## config.mk

```make
export PLATFORM = sky130hd
export DESIGN_NAME = image_streamer
export DESIGN_NICKNAME = d
export VERILOG_FILES = /design/src/rtl/image_streamer.sv
export SDC_FILE = /design/constraint.sdc
export NUM_CORES = 1
export LEC_CHECK = 0
export CAP_MARGIN = 30
export CORE_MARGIN = 5
export CORE_UTILIZATION = 55
export DETAILED_ROUTE_END_ITERATION = 6
export PLACE_DENSITY_LB_ADDON = 0.05
export SETUP_SLACK_MARGIN = 0.1
export SYNTH_ARGS = -nofsm -noshare
export SYNTH_HDL_FRONTEND = slang
export SYNTH_SLANG_ARGS = --single-unit
```

## constraint.sdc

```tcl
create_clock -name clk -period 22.8 [get_ports clk]
set_input_delay 6.84 -clock clk [delete_from_list [all_inputs] [get_ports clk]]
set_output_delay 6.84 -clock clk [all_outputs]
set_load 0.02 [all_outputs]
```

## src/rtl/image_streamer.sv

```systemverilog
// Row-serial image transmitter: latches a 14x14 binary image, streams it
// as 28 seven-bit rows under a framing strobe, then captures the BCD result.
module image_streamer #(
  parameter int GAP_CYCLES     = 2,
  parameter int TIMEOUT_CYCLES = 64
) (
  input  logic         clk,
  input  logic         rst,
  input  logic         start,
  input  logic [195:0] image_in,
  output logic         busy,
  output logic [6:0]   row_out,
  output logic         frame_out,
  input  logic         done_in,
  input  logic [3:0]   bcd_in,
  output logic         result_valid,
  output logic [3:0]   result_bcd,
  output logic         timeout,
  output logic         bcd_err
);

  localparam logic [2:0] IDLE = 3'd0;
  localparam logic [2:0] PREP = 3'd1;
  localparam logic [2:0] SEND = 3'd2;
  localparam logic [2:0] WAIT = 3'd3;
  localparam logic [2:0] DONE = 3'd4;

  localparam logic [7:0]  GAP_LAST  = 8'(GAP_CYCLES - 1);
  localparam logic [15:0] WAIT_LAST = 16'(TIMEOUT_CYCLES - 1);
  localparam logic [4:0]  ROW_LAST  = 5'd27;

  logic [2:0]   state;
  logic [195:0] img;
  logic [7:0]   gap_cnt;
  logic [4:0]   row_cnt;
  logic [15:0]  wait_cnt;

  // Frame sequencer; the image register shifts one row out per SEND cycle
  always_ff @(posedge clk or posedge rst) begin
    if (rst) begin
      state      <= IDLE;
      img        <= '0;
      gap_cnt    <= '0;
      row_cnt    <= '0;
      wait_cnt   <= '0;
      result_bcd <= '0;
      timeout    <= 1'b0;
      bcd_err    <= 1'b0;
    end else begin
      case (state)
        IDLE: begin
          if (start) begin
            img     <= image_in;
            gap_cnt <= '0;
            state   <= PREP;
          end
        end
        PREP: begin
          if (gap_cnt == GAP_LAST) begin
            row_cnt <= '0;
            state   <= SEND;
          end else begin
            gap_cnt <= gap_cnt + 8'd1;
          end
        end
        SEND: begin
          img <= {7'd0, img[195:7]};
          if (row_cnt == ROW_LAST) begin
            wait_cnt <= '0;
            state    <= WAIT;
          end else begin
            row_cnt <= row_cnt + 5'd1;
          end
        end
        WAIT: begin
          if (done_in) begin
            result_bcd <= bcd_in;
            timeout    <= 1'b0;
            bcd_err    <= (bcd_in > 4'd9);
            state      <= DONE;
          end else if (wait_cnt == WAIT_LAST) begin
            result_bcd <= 4'hF;
            timeout    <= 1'b1;
            bcd_err    <= 1'b0;
            state      <= DONE;
          end else begin
            wait_cnt <= wait_cnt + 16'd1;
          end
        end
        DONE: state <= IDLE;
        default: state <= IDLE;
      endcase
    end
  end

  // Outputs decode straight from state so reset clears them at once
  assign busy         = (state != IDLE);
  assign frame_out    = (state == SEND) || (state == WAIT);
  assign row_out      = (state == SEND) ? img[6:0] : 7'd0;
  assign result_valid = (state == DONE);

endmodule
```

==> results of run 1 <==
logic make-up after synthesis:
group,Yosys count,share of synthesized area [%]
AOI/OAI and AO/OA,230,14.6
xor gates and xnor gates,9,0.793
adders and majority gates,4,0.503
buffers and inverters,81,3.99
DFF,234,58.9
muxes,5,0.516
and+or+nand+nor,503,20.7
cell usage in the layout, fill, tap and decap left out, drive strengths merged, types with 2 or more instances in the layout:
cell type	n
and2	9
nor4	3
nand4	9
o22a	4
buf	11
nand2	37
nand3	19
clkbuf	37
clkinv	3
a21o	5
nor2	399
ha	4
o21ai	11
diode	3
inv	10
clkdlybuf4s50	219
a21oi	11
or3	5
nor3	7
and3	4
o22ai	190
nor3b	3
mux2i	4
or3b	2
o31ai	2
dfrtp	234
a221o	2
xor2	9
through the flow:
step | setup slack, ns | hold slack, ns | power [W] | util (%)
2_1_floorplan | 9.54 | 0.458 | 0.00122 | -
3_3_place_gp | 13.16 | 0.472 | 0.00138 | 67.8
3_5_place_dp | 13.13 | 0.478 | 0.00141 | 68.0
4_1_cts | 13.55 | 0.489 | 0.00180 | 72.4
5_1_grt | 13.39 | 0.500 | 0.00194 | 72.8
6_report | 13.56 | 0.484 | 0.00180 | 72.8
synth_stat cells, drive strengths merged (2+ instances only):
cell type	n
a21o	5
a21oi	11
a221o	2
and2	9
and3	4
buf	59
clkbuf	13
dfrtp	234
ha	4
inv	9
mux2i	4
nand2	37
nand3	19
nand4	9
nor2	399
nor3	7
nor3b	3
nor4	3
o21ai	11
o22a	4
o22ai	190
o31ai	2
or3	5
or3b	2
xor2	9
cell type report:
cell class,count,area [µm²]
antenna,3,7.51
clock buffer,37,763
clock inverter,4,23.8
fill,1371,4870
inverter,9,41.3
multi-input combinational,751,3720
sequential,234,5860
tap,229,287
timing repair buffer,230,2330
path summary, 6_finish.rpt:
| check | start | cells after the start | endpoint |
|---|---|---|---|
| worst max-delay path | state[1] | 4 | row_out[2] |
| worst min-delay path | result_bcd[1] | 1 | result_bcd[1] |
| worst max register to register | state[1] | 6 | img[44] |
| worst min register to register | result_bcd[1] | 1 | result_bcd[1] |
| max in group asynchronous | rst | 4 | timeout |
| min in group asynchronous | rst | 2 | img[93] |
where the power goes:
part           leakage (nW)  switching (W)  internal (W)
Clock                 0.391       0.000157      0.000230
Sequential             2.65       0.000117      0.000613
Combinational          2.30       0.000399      0.000280
sequential cells by signal (all words and copies together) (netlist names):
name / cells
timeout: 1
state: 3
wait_cnt: 16
result_bcd: 4
gap_cnt: 8
bcd_err: 1
img: 196
row_cnt: 5
metal layers:
metal  routed length [µm]  share of wire (%)  vias up
li1                     -                  -     4088
met1                11100                 43     4053
met2                12100                 48      207
met3                 1770                6.9       32
met4                  531                2.1        0
met5                    0                  0        -
==> impl_metrics.csv, run 1 <==
group,metric,value,unit
grt,use_met2,38.2,%
worst_setup_path,arrival,2.40,ns
grt,grt_remaining_overflow,0,
clock_tree,h-tree-depth,1,
clock_tree,clockBufferDepth,3,
yosys,synth-seq-area-share,58.9,%
route,via_per_inst,5.60,
status,status,"completed",
timing,tns,0,ns
timing,drv_slew,0,
floorplanning,dieArea,0.0209,mm²
power_and_ir_drop,ir_drop,0.0985,mV
power_and_ir_drop,powerDensity,138,mW/mm²
floorplanning,die_w,144,µm
yosys,synth_area_leaders,"dfrtp_1, nor2_1, o22ai_1",
grt,grt_max_degree,120,
timing,min_period,9.24,ns
yosys,yosys.area.top_type,"dfrtp_1",
worst_setup_path,slowest_stage,"clkdlybuf4s50_1",
clock_tree,ctsHoldBuffers,0,
route,finalWirelength,25.5,mm
timing,rsz0062_at_grt,"no",
route,firstDrtPassIters,5,
placed_design,io_buffers,219,
route,drt-initial-drc-count,498,
layout,final_cells,1497,
grt,first_global_vias,8309,
yosys,ys_types,44,
clock_tree,ctsResizeCount,0,
grt,grt.total_usage,24.0,%
floorplanning,start_util,55.6,%
worst_setup_path,path_max_fanout,10,
layout,fin_nets,1460,
timing,fin_crit_sh,40.5,%
grt,top_usage_layer,"met2",
worst_setup_path,crit_required,15.96,ns
yosys,ys_warn_count,0,
yosys,synth_area,0.00995,mm²
worst_setup_path,cp-end-kind,"output port",
grt,antenna_found_initial,2,
placed_design,post-dp-hpwl,16.5,mm
timing,clock_skew,0.0109,ns
timing,hold_viol,0,
worst_setup_path,critPathBufInv,2,
yosys,synth_edf_count,0,
floorplanning,die_height,144,µm
timing,fmax,108,MHz
floorplanning,io_pins,220,
clock_tree,clkSlewWorstSetupHoldPaths,0.06,ns
grt,grt_pass1_wl,40.8,mm
clock_tree,clockRootBuffer,"clkbuf_16",
yosys,ys_ff_latch,234,
power_and_ir_drop,leakagePower,5.34,nW
placed_design,gp_congestion,0.825,
route,antenna_left,0,
yosys,synthArstFlopShare,100,%
clock_tree,postCtsSetupBuffers,0,
floorplanning,rows,49,
clock_tree,worstSkewPairLatency,0.51,ns
yosys,synth_nets,1274,
layout,drive_above_1_share,4.51,%
grt,use_met1,33.8,%
worst_setup_path,cp_top_family,"buffers and inverters",
timing,tightestPinTransition,1.01,ns
floorplanning,core,0.0179,mm²
clock_tree,cts_tree,"built",
yosys,syn_inst,1066,
yosys,synth_top_area_share,58.9,%
route,drc,0,
route,vias,8380,
placed_design,dpl.cell_count,1451,
job,maxCapViolCount,0,
worst_setup_path,critical_path.max_stage_delay,0.61,ns
worst_setup_path,crit_chain,"nor3b_1, buf_2, and2_1, clkdlybuf4s50_1",
worst_setup_path,startpoint_type,"flop",
layout,area_delta_synth_final,31.0,%
timing,slew_headroom,32.8,%
clock_tree,cts_buffers,26,
layout,fin_area,0.0130,mm²
grt,met3_usage,5.06,%
worst_hold_path,min_path_type,"flop to flop",
clock_tree,cts_sinks,234,
yosys,yosys_most_used_dff,"dfrtp_1",
worst_setup_path,reg2reg_slack,20.01,ns
route,wl_per_cell,17.0,µm
worst_setup_path,criticalPathCategory,"flop to output port",
yosys,syn_avg_cell_area,9.33,µm²
placed_design,placed_cell_area,0.0122,mm²
timing,finalSetupViolCount,0,
Power figures use the tool's default switching activity.
==> inputs of run 2 (changes only) <==
--- a/config.mk
+++ b/config.mk
@@ -7,7 +7,7 @@
 export LEC_CHECK = 0
 export CAP_MARGIN = 30
 export CORE_MARGIN = 5
-export CORE_UTILIZATION = 55
+export CORE_UTILIZATION = 51
 export DETAILED_ROUTE_END_ITERATION = 6
 export PLACE_DENSITY_LB_ADDON = 0.05
 export SETUP_SLACK_MARGIN = 0.1
==> constraint.sdc (replaced) <==
create_clock -name clk -period 8.9 [get_ports clk]
set_input_delay 2.67 -clock clk [delete_from_list [all_inputs] [get_ports clk]]
set_output_delay 2.67 -clock clk [all_outputs]
set_load 0.02 [all_outputs]
==> run 2 against run 1 <==
  * Die area up 7.3%
  * Setup slack worse by 9.6 ns
  * Clock power rose to 2.5 times the previous value
  * Sequential share of layout area down 0.069 points
  * Final cell count up 2.3%
  * Critical path depth unchanged
  * Via count down 1.1%
  * Hold slack better by 0.0093 ns
  * First-iteration DRC count down 17%
  * Critical path type unchanged
==> impl_metrics.csv, run 2 (same netlist as run 1, synthesis figures left out) <==
group,metric,value,unit
status,status,"completed",
worst_hold_path,worstHoldStart,"img[73]",
worst_hold_path,min_path_type,"flop to flop",
timing,hold_viol,0,
power_and_ir_drop,leakagePower,5.33,nW
layout,layout_common_cells,"nor2_1, dfrtp_1, clkdlybuf4s50_1, o22ai_1, nand2_1",
grt,grt_max_degree,136,
placed_design,io_buffers,219,
grt,antenna_found_initial,1,
timing,clock_skew,0.00899,ns
clock_tree,postCtsSetupBuffers,0,
route,firstDrtPassIters,4,
route,finalWirelength,25.7,mm
route,wl_per_cell,16.8,µm
route,drc,0,
placed_design,gp_congestion,0.817,
timing,fin_crit_sh,55.2,%
worst_setup_path,crit_start,"state[1]",
route,vias,8288,
worst_setup_path,path_max_fanout,12,
layout,largest_reg_flops,196,
power_and_ir_drop,combPwrFrac,37.9,%
clock_tree,cts_buffers,25,
job,maxCapViolCount,0,
route,antenna_left,0,
floorplanning,die_height,150,µm
floorplanning,dieArea,0.0224,mm²
grt,grt.total_usage,22.2,%
clock_tree,cts_tree,"built",
clock_tree,h-tree-depth,1,
clock_tree,cts_sinks,234,
grt,first_global_vias,8093,
floorplanning,start_util,51.4,%
power_and_ir_drop,internal-power,0.00286,W
worst_setup_path,reg2reg_from,"state[0]",
power_and_ir_drop,pwr-share-seq,40.9,%
grt,grt_pass1_wl,40.8,mm
clock_tree,clockBufferDepth,3,
floorplanning,die_w,150,µm
power_and_ir_drop,p_sw,0.00171,W
layout,drive_above_1_share,4.42,%
floorplanning,rows,51,
clock_tree,worstSkewPairLatency,0.51,ns
floorplanning,io_pins,220,
worst_setup_path,arrival,2.24,ns
placed_design,post-dp-hpwl,16.6,mm
layout,area_delta_synth_final,31.2,%
worst_setup_path,criticalPathCategory,"flop to output port",
layout,reg.largest.list,"img x196, wait_cnt x16, gap_cnt x8",
route,drt-initial-drc-count,411,
clock_tree,clockRootBuffer,"clkbuf_16",
power_and_ir_drop,sw_frac_of_total,37.5,%
layout,mostFrequentLayoutCell,"nor2_1",
floorplanning,core,0.0193,mm²
grt,grt_remaining_overflow,0,
power_and_ir_drop,powerDensity,350,mW/mm²
power_and_ir_drop,ir_drop,0.319,mV
timing,tns,0,ns
power_and_ir_drop,clockPowerShare,21.2,%
layout,largest_register,"img",
timing,rsz0062_at_grt,"no",
timing,slew_headroom,31.6,%
layout,utilization,67.5,%
worst_setup_path,cp-end-kind,"output port",
timing,tightestPinTransition,1.03,ns
clock_tree,clkSlewWorstSetupHoldPaths,0.06,ns
route,via_per_inst,5.41,
worst_setup_path,startpoint_type,"flop",
timing,min_period,4.91,ns
layout,fill_cells,1609,
worst_setup_path,crit_required,6.23,ns
timing,finalSetupViolCount,0,
timing,drv_slew,0,
clock_tree,ctsHoldBuffers,0,
timing,fmax,204,MHz
clock_tree,ctsResizeCount,0,
layout,fin_nets,1459,
[run 2: final timing paths]
path,to,slack (ns),depth (start not counted)
max in group asynchronous,result_bcd[3],4.92,3
min reg2reg,img[73],0.49,2
max reg2reg,img[132],5.94,7
max,row_out[2],3.99,4
min in group asynchronous,img[94],2.65,2
min,img[73],0.49,2
[run 2: area by class of cell]
type,instances,area [µm²],area share [%]
Clock inverter,3,15.0,0.115
Tap cell,265,332,2.54
Timing Repair Buffer,230,2340,17.9
Multi-Input combinational cell,751,3720,28.5
Sequential cell,234,5860,44.9
Antenna cell,1,2.50,0.0192
Clock buffer,39,748,5.73
Inverter,9,37.5,0.288
[run 2: power by group through the flow]
| stage | clock network (W) | registers [W] | logic [W] |
|---|---|---|---|
| after CTS | 0.000993 | 0.00187 | 0.00174 |
| final | 0.000968 | 0.00187 | 0.00173 |
| after detailed placement | 0 | 0.00188 | 0.00173 |
| after global routing | 0.00104 | 0.00193 | 0.00195 |
| after global placement | 0 | 0.00187 | 0.00167 |
| after floorplan | 0 | 0.00180 | 0.00134 |
[run 2: through the flow]
step	setup slack, ns	hold slack, ns	cell area (µm²)	std cells	power [W]
finish	3.99	0.493	13000	1532	0.00457
global route	3.88	0.510	13000	1532	0.00492
CTS	3.96	0.496	13000	1530	0.00460
detailed placement	3.52	0.483	12300	1488	0.00361
global placement	3.45	0.472	12200	1486	0.00354
floorplan	3.17	0.458	9950	1066	0.00314
[run 2: per-layer routing]
layer | part of all wire, % | vias to the layer above | wire (µm) | track usage (%)
li1 | - | 4075 | - | -
met1 | 45 | 3998 | 11500 | 32.1
met2 | 47 | 184 | 12100 | 35.5
met3 | 6.4 | 31 | 1640 | 4.03
met4 | 1.7 | 0 | 427 | 4.90
met5 | 0 | - | 0 | 0
[run 2: worst max-delay path: stages, from the launching register on]
cell             delay (ns)
dfrtp_1                0.53
nor3b_1                0.23
buf_4                  0.21
and2_1                 0.16
clkdlybuf4s50_1        0.60
==> inputs of run 3 (changes only) <==
--- a/config.mk
+++ b/config.mk
@@ -7,7 +7,7 @@
 export LEC_CHECK = 0
 export CAP_MARGIN = 30
 export CORE_MARGIN = 5
-export CORE_UTILIZATION = 51
+export CORE_UTILIZATION = 46
 export DETAILED_ROUTE_END_ITERATION = 6
 export PLACE_DENSITY_LB_ADDON = 0.05
 export SETUP_SLACK_MARGIN = 0.1
==> constraint.sdc (replaced) <==
create_clock -name clk -period 4.4 [get_ports clk]
set_input_delay 1.32 -clock clk [delete_from_list [all_inputs] [get_ports clk]]
set_output_delay 1.32 -clock clk [all_outputs]
set_load 0.02 [all_outputs]
==> run 3 against run 2 <==
  * Hold slack got worse by 0.0023 ns
  * Routed wire length rose by 2.1%
  * Design area rose by 1.1%
  * Critical path depth did not move
  * Largest cell class unchanged
  * Final cell count rose by 0.98%
  * Highest routed layer is now met5
  * Global-route usage fell by 1.7 points
  * Clock power rose by 130%
  * Register-to-register slack got worse by 3.9 ns
  * Clock skew rose by 0.0060 ns
  * First-iteration DRC count rose by 24%
  * Power rose by 110%
  * Setup slack got worse by 3.2 ns
==> impl_metrics.csv, run 3 (same netlist as run 1, synthesis figures left out) <==
group,metric,value,unit
placed_design,io_buffers,219,
grt,grt_remaining_overflow,0,
grt,grt_pass1_wl,41.7,mm
floorplanning,start_util,47.0,%
placed_design,gp_congestion,0.817,
power_and_ir_drop,powerDensity,718,mW/mm²
status,status,"completed",
route,via_per_inst,5.37,
timing,rsz0062_at_grt,"no",
grt,first_global_vias,8228,
route,drt-initial-drc-count,510,
timing,slew_headroom,31.8,%
floorplanning,rows,53,
power_and_ir_drop,ir_drop,0.700,mV
timing,clock_skew,0.0149,ns
floorplanning,core,0.0212,mm²
worst_setup_path,cp-end-kind,"output port",
layout,mostFrequentLayoutCell,"nor2_1",
worst_setup_path,arrival,2.25,ns
layout,drive_above_1_share,4.81,%
clock_tree,ctsHoldBuffers,0,
timing,fmax,280,MHz
layout,largest_reg_flops,196,
placed_design,dpl.cell_count,1499,
power_and_ir_drop,internal-power,0.00598,W
worst_setup_path,crit_start,"state[0]",
timing,hold_viol,0,
timing,tightestPinTransition,1.02,ns
route,vias,8303,
worst_setup_path,reg2reg_slack,2.06,ns
clock_tree,postCtsSetupBuffers,0,
clock_tree,ctsResizeCount,0,
placed_design,place_ws,1.17,ns
clock_tree,h-tree-depth,1,
grt,grt_max_degree,198,
worst_hold_path,min_path_type,"flop to flop",
layout,multi_input_area,0.00372,mm²
worst_setup_path,crit_required,3.08,ns
timing,drv_slew,0,
worst_setup_path,reg2reg_from,"state[0]",
layout,fin_nets,1460,
placed_design,post-dp-hpwl,16.9,mm
clock_tree,clockBufferDepth,3,
timing,min_period,3.57,ns
floorplanning,die_w,157,µm
layout,fill_cells,1824,
clock_tree,cts_buffers,26,
clock_tree,cts_tree,"built",
timing,finalWorstSetupSlack,0.833,ns
route,finalWirelength,26.2,mm
power_and_ir_drop,combPwrFrac,36.9,%
clock_tree,clockRootBuffer,"clkbuf_16",
worst_setup_path,r2r_cells,6,
clock_tree,worstSkewPairLatency,0.52,ns
layout,final_cells,1547,
power_and_ir_drop,clockPowerShare,23.2,%
layout,reg.largest.list,"img x196, wait_cnt x16, gap_cnt x8",
route,wl_per_cell,17.0,µm
layout,regArea,0.00586,mm²
layout,largest_register,"img",
timing,fin_crit_sh,81.1,%
layout,area_delta_synth_final,32.7,%
worst_setup_path,crit_end,"row_out[4]",
power_and_ir_drop,sw_frac_of_total,36.9,%
worst_setup_path,startpoint_type,"flop",
floorplanning,die_height,157,µm
power_and_ir_drop,leakagePower,5.38,nW
clock_tree,clkSlewWorstSetupHoldPaths,0.06,ns
power_and_ir_drop,pwr-share-seq,39.9,%
layout,layout_common_cells,"nor2_1, dfrtp_1, clkdlybuf4s50_1, o22ai_1, nand2_1",
worst_setup_path,reg2reg_to,"img[101]",
worst_setup_path,criticalPathCategory,"flop to output port",
timing,finalSetupViolCount,0,
timing,tns,0,ns
clock_tree,cts_sinks,234,
worst_setup_path,path_max_fanout,11,
route,firstDrtPassIters,4,
job,maxCapViolCount,0,
power_and_ir_drop,p_sw,0.00350,W
floorplanning,io_pins,220,
route,antenna_left,0,
grt,antenna_found_initial,1,
grt,grt.total_usage,20.5,%
route,drc,0,
floorplanning,dieArea,0.0247,mm²
## run 3: cell types whose count changed in the layout (fill, tap and decap cells not counted)
cell        change
clkbuf_1        -3
diode_2         +3
clkinvlp_4      +2
buf_4           -2
clkbuf_8        +1
clkinv_2        -2
bufinv_16       +2
buf_16          -2
buf_12          +4
clkbuf_16       +2
## run 3: layer usage
metal,vias up,track usage (%),share of wire [%]
li1,4104,-,-
met1,3995,30.6,46
met2,170,32.1,46
met3,32,3.46,5.8
met4,2,4.38,1.8
met5,-,0,0.050
## run 3: final cells by class
| type | count | share of cell area [%] |
|---|---|---|
| antenna | 4 | 0.0759 |
| clock buffer | 39 | 6.07 |
| clock inverter | 5 | 0.607 |
| inverter | 9 | 0.284 |
| multi-input combinational | 751 | 28.2 |
| sequential | 234 | 44.4 |
| tap | 275 | 2.61 |
| timing repair buffer | 230 | 17.8 |
## run 3: worst min-delay path by stage
stage                     slack, ns            end           from  depth (start not counted)
after floorplan                0.46         img[0]         img[0]                          2
final                          0.49  result_bcd[0]  result_bcd[0]                          1
after detailed placement       0.49  result_bcd[3]  result_bcd[3]                          1
after global routing           0.51  result_bcd[3]  result_bcd[3]                          1
after CTS                      0.50  result_bcd[0]  result_bcd[0]                          1
after global placement         0.47  result_bcd[2]  result_bcd[2]                          1
## run 3: critical path: stages (launching register included)
cell	delay (ns)
dfrtp_1	0.49
nor3b_1	0.31
buf_4	0.20
and2_1	0.12
clkdlybuf4s50_1	0.60
## run 3: power by group through the flow
stage	logic [W]	clock network [W]	registers, W
6_report	0.00350	0.00220	0.00378
5_1_grt	0.00397	0.00234	0.00391
4_1_cts	0.00355	0.00225	0.00379
3_5_place_dp	0.00354	0	0.00381
3_3_place_gp	0.00343	0	0.00379
2_1_floorplan	0.00270	0	0.00364
## run 3: through the flow
stage	total power (W)	hold WS, ns	utilization (%)	cell area (µm²)
floorplan	0.00635	0.458	-	9950
global placement	0.00722	0.472	58.2	12300
detailed placement	0.00735	0.485	58.2	12300
CTS	0.00958	0.499	62.3	13200
global route	0.0102	0.506	62.3	13200
finish	0.00948	0.491	62.4	13200
